--- src/rtl/memory_bank_stack.sv ---
// rtl/memory_bank_stack.sv - active bank register with a hardware save/restore stack
module memory_bank_stack #(
    parameter int BANK_BITS   = 2,
    parameter int STACK_DEPTH = 4,
    parameter int RESET_BANK  = 0
) (
    input  logic                               clk,
    input  logic                               rst_n,
    input  logic                               write_en,
    input  logic [BANK_BITS-1:0]               in_data,
    input  logic                               push_en,
    input  logic                               pop_en,
    input  logic                               clr_err,
    output logic [BANK_BITS-1:0]               out_data,
    output logic [$clog2(STACK_DEPTH+1)-1:0]   depth,
    output logic                               full,
    output logic                               empty,
    output logic                               overflow,
    output logic                               underflow
);

    localparam int PW = $clog2(STACK_DEPTH + 1);
    localparam int IW = (STACK_DEPTH > 1) ? $clog2(STACK_DEPTH) : 1;

    logic [BANK_BITS-1:0] stack [STACK_DEPTH];
    logic [IW-1:0]        top_idx;
    logic [IW-1:0]        push_idx;

    // Indices are only used when the matching empty/full guard allows it,
    // so the truncation on the rejected cases is harmless.
    assign top_idx  = IW'(depth - PW'(1));
    assign push_idx = IW'(depth);

    assign full  = (depth == PW'(STACK_DEPTH));
    assign empty = (depth == '0);

    always_ff @(posedge clk or negedge rst_n) begin
        if (!rst_n) begin
            out_data  <= BANK_BITS'(RESET_BANK);
            depth     <= '0;
            overflow  <= 1'b0;
            underflow <= 1'b0;
            for (int i = 0; i < STACK_DEPTH; i++) begin
                stack[i] <= '0;
            end
        end else begin
            // Later assignments win, so a same-cycle error overrides the clear.
            if (clr_err) begin
                overflow  <= 1'b0;
                underflow <= 1'b0;
            end
            if (push_en && pop_en) begin
                if (empty) begin
                    underflow <= 1'b1;
                end else begin
                    out_data       <= stack[top_idx];
                    stack[top_idx] <= out_data;
                end
            end else if (pop_en) begin
                if (empty) begin
                    underflow <= 1'b1;
                end else begin
                    out_data <= stack[top_idx];
                    depth    <= depth - PW'(1);
                end
            end else if (push_en) begin
                if (full) begin
                    overflow <= 1'b1;
                end else begin
                    stack[push_idx] <= out_data;
                    depth           <= depth + PW'(1);
                    if (write_en) begin
                        out_data <= in_data;
                    end
                end
            end else if (write_en) begin
                out_data <= in_data;
            end
        end
    end

endmodule
--- config.mk ---
export PLATFORM = sky130hd
export DESIGN_NAME = memory_bank_stack
export DESIGN_NICKNAME = d
export VERILOG_FILES = /design/src/rtl/memory_bank_stack.sv
export SDC_FILE = /design/constraint.sdc
export NUM_CORES = 1
export LEC_CHECK = 0
export BUFFER_PORTS_ARGS = -buffer_cell sky130_fd_sc_hd__buf_4
export CORE_MARGIN = 10
export CORE_UTILIZATION = 58
export CTS_CLUSTER_DIAMETER = 30
export DETAILED_ROUTE_END_ITERATION = 7
export GPL_ROUTABILITY_DRIVEN = 0
export HOLD_SLACK_MARGIN = 0.1
export PLACE_DENSITY = 0.82
export RECOVER_POWER = 50
export SLEW_MARGIN = 10
export SYNTH_ARGS = -nofsm -noshare
export SYNTH_HDL_FRONTEND = slang
export SYNTH_SLANG_ARGS = --single-unit
export TNS_END_PERCENT = 20
--- constraint.sdc ---
create_clock -name clk -period 5.71 [get_ports clk]
set_clock_uncertainty 0.15 [all_clocks]
set_input_delay 0 -clock clk [delete_from_list [all_inputs] [get_ports clk]]
set_output_delay 0 -clock clk [all_outputs]
set_load 0.03 [all_outputs]
==> PnR_summary.wiki <==
{| class="wikitable"
! Metric !! Value
|-
| Total CTS buffers || 3
|-
| Number of pins exceeding their max-slew limit in the final report || 0
|-
| Endpoints failing setup || 0
|-
| Length of routed met3 wiring || 187 µm
|-
| Post-cts gate resize count || 0
|-
| Final setup TNS || 0 ns
|-
| Sum of overflow across all layers after global routing || 0
|-
| Highest clock frequency the design can meet || 0.381 GHz
|-
| Number of H-tree levels || 1
|-
| Post-layout power || 0.000668 W
|-
| Dpl hpwl || 1.77 mm
|-
| Final worst-path cycle share || 0.459
|-
| Final antenna-violating net count || 0
|-
| Min setup slack post-route || 3.09 ns
|-
| Largest fanout on the critical path || 7
|-
| First-pass GRT wire length || 4.14 mm
|-
| Diodes inserted || 0
|-
| Area Overhead vs Synth || 20.6%
|-
| Worst Setup Slack post-DPL || 3.57 ns
|-
| Initial Util || 0.640
|-
| Number of synthesis warnings || 0
|-
| Layout fillers || 107
|-
| Met2 wirelength from detailed routing || 1.26 mm
|-
| Post-CTS setup repair buffer count || 0
|-
| Area taken by flip-flops and latches || 375 µm²
|-
| Register clock-pin slew on the reported worst setup and hold paths || 0.09 ns
|-
| 1st-pass router iterations || 4
|-
| Routed vias || 870
|-
| Routed WL per cell || 18.5 µm
|-
| Fraction of layout instances using a drive strength above 1 || 0.220
|-
| Horizontal die dimension || 61.5 µm
|-
| Syn Std Cell Area || 998 µm²
|-
| WL met1 || 1.10 mm
|-
| Clock Latency Late Sink || 0.28 ns
|-
| Instance count of the mapped netlist || 98
|-
| Final hold vios || 0
|-
| HP Class || primary input to flop
|-
| Die outline area || 0.00378 mm²
|-
| Bufs on Longest Clock Path || 2
|-
| Number of antenna violations at the first check in global routing || 0
|-
| Post-synthesis sequential area ratio || 0.376
|-
| Clock root buffer master || clkbuf_4
|-
| Worst relative slew slack || 0.521
|-
| Core region area || 0.00156 mm²
|-
| Pin count of the biggest net entering global routing || 27
|-
| Average vias per placed instance || 6.26
|-
| Total number of placement rows || 14
|-
| Top layer used by detailed routing || met4
|-
| Setup repair after global routing missed its margin || no
|-
| Count of placed standard cells in the final layout, fillers left out || 139
|-
| Worst Tran Pin Value || 0.717 ns
|-
| Synthesized area per cell || 10.2 µm²
|-
| Max-capacitance violation count || 0
|-
| Hold Buf Count CTS || 9
|-
| Multi-input logic area || 561 µm²
|-
| Result of the run || completed
|-
| Kind of start point of the critical path || flop
|-
| Number of nets produced by synthesis || 112
|-
| Number of nets in the layout || 138
|-
| Most common cell after layout, fill and taps aside || dfrtp_1
|-
| Static leakage || 0.556 nW
|-
| Critical path endpoint category || flop
|-
| Remaining routing DRC violations || 0
|-
| Data required, critical path || 5.78 ns
|-
| Kind of critical path || flop to flop
|-
| Post-Route WL || 2.57 mm
|-
| Die Span Y || 61.5 µm
|-
| All-Layer GR Usage || 0.144
|-
| Placed cells || 126
|-
| Yosys cell types || 32
|-
| Worst supply voltage drop on vdd || 0.000335 V
|-
| Flops & latches, synth || 15
|-
| Min Clock Period, post-route || 2.62 ns
|-
| Power Dens Cells || 555 mW/mm²
|-
| Vias in the first global route || 839
|-
| Most used cells in the layout excluding fill and tap cells || 15 x dfrtp_1, 9 x dlygate4sd3_1, 8 x buf_4
|-
| Sink Count || 15
|-
| Initial DRC Count || 24
|-
| Arrival @ worst endpoint || 2.69 ns
|-
| Top-Level Pins || 17
|-
| Number of buffers inserted by port buffering || 16
|-
| CTS tree || built
|}
through the flow:
stage,util,hold WS (ns),instance area (µm²)
2_1_floorplan,-,-0.446,998
3_3_place_gp,0.713,-0.286,1110
3_5_place_dp,0.713,-0.284,1110
4_1_cts,0.789,0.105,1230
5_1_grt,0.772,0.125,1200
6_report,0.772,0.113,1200
cell families after synthesis:
group	share of synthesized area
DFF	0.376
and+or+nand+nor	0.137
buffers and inverters	0.0627
adders and majority gates	0.0752
muxes	0.170
xor gates and xnor gates	0.00877
AOI/OAI and AO/OA	0.170
layout make-up:
type / count / share of cell area
multi-input combinational: 70 / 0.466
sequential: 15 / 0.312
timing repair buffer: 25 / 0.153
inverter: 9 / 0.0301
clock buffer: 3 / 0.0187
tap: 16 / 0.0166
clock inverter: 1 / 0.00416
report_power, final:
group / switching (W) / internal [W] / total, W
combinational: 0.000207 / 0.000180 / 0.000387
sequential: 0.0000630 / 0.000157 / 0.000220
clock: 0.0000353 / 0.0000260 / 0.0000612
total: 0.000305 / 0.000363 / 0.000668
synth_stat cells (all sizes together):
cell type,instances,area share
a211oi,1,0.0075
a21oi,7,0.035
a31oi,1,0.0063
a41oi,1,0.0088
and3,3,0.019
buf,4,0.026
dfrtp,15,0.38
ha,6,0.075
inv,9,0.036
mux2,8,0.11
mux2i,2,0.020
mux4,2,0.045
nand2,5,0.021
nand2b,4,0.025
nand3,1,0.0050
nand3b,1,0.0075
nor2,5,0.021
nor2b,1,0.0063
nor3b,2,0.015
nor4bb,1,0.010
o21ai,9,0.053
o221a,2,0.023
o22ai,6,0.038
or3,1,0.0063
xnor2,1,0.0088
sequential cells by signal (all words and copies together) (netlist names):
name	count
stack	8
overflow	1
out_data	2
underflow	1
depth	3
final timing paths:
path	startpoint	to	slack, ns	cells after the start
min reg2reg	stack[4]	stack[4]	0.37	1
max in group asynchronous	rst_n	out_data[0]	4.23	3
max	depth[0]	out_data[1]	3.09	7
min	write_en	out_data[0]	0.11	4
max reg2reg	depth[0]	out_data[1]	3.09	7
min in group asynchronous	rst_n	stack[1]	0.73	3
metal layers:
layer,global-route usage,vias to the layer above
li1,-,403
met5,0,-
met2,0.233,41
met1,0.188,424
met3,0.0309,2
met4,0.0382,0
critical path: stages (launching register included):
cell           delay, ns
dfrtp_1             0.49
inv_1               0.20
ha_1                0.26
nand2_2             0.16
o21ai_0             0.42
o22ai_1             0.16
a21oi_1             0.16
dlygate4sd3_1       0.57
Note: power is estimated with default switching activity, not from simulation.
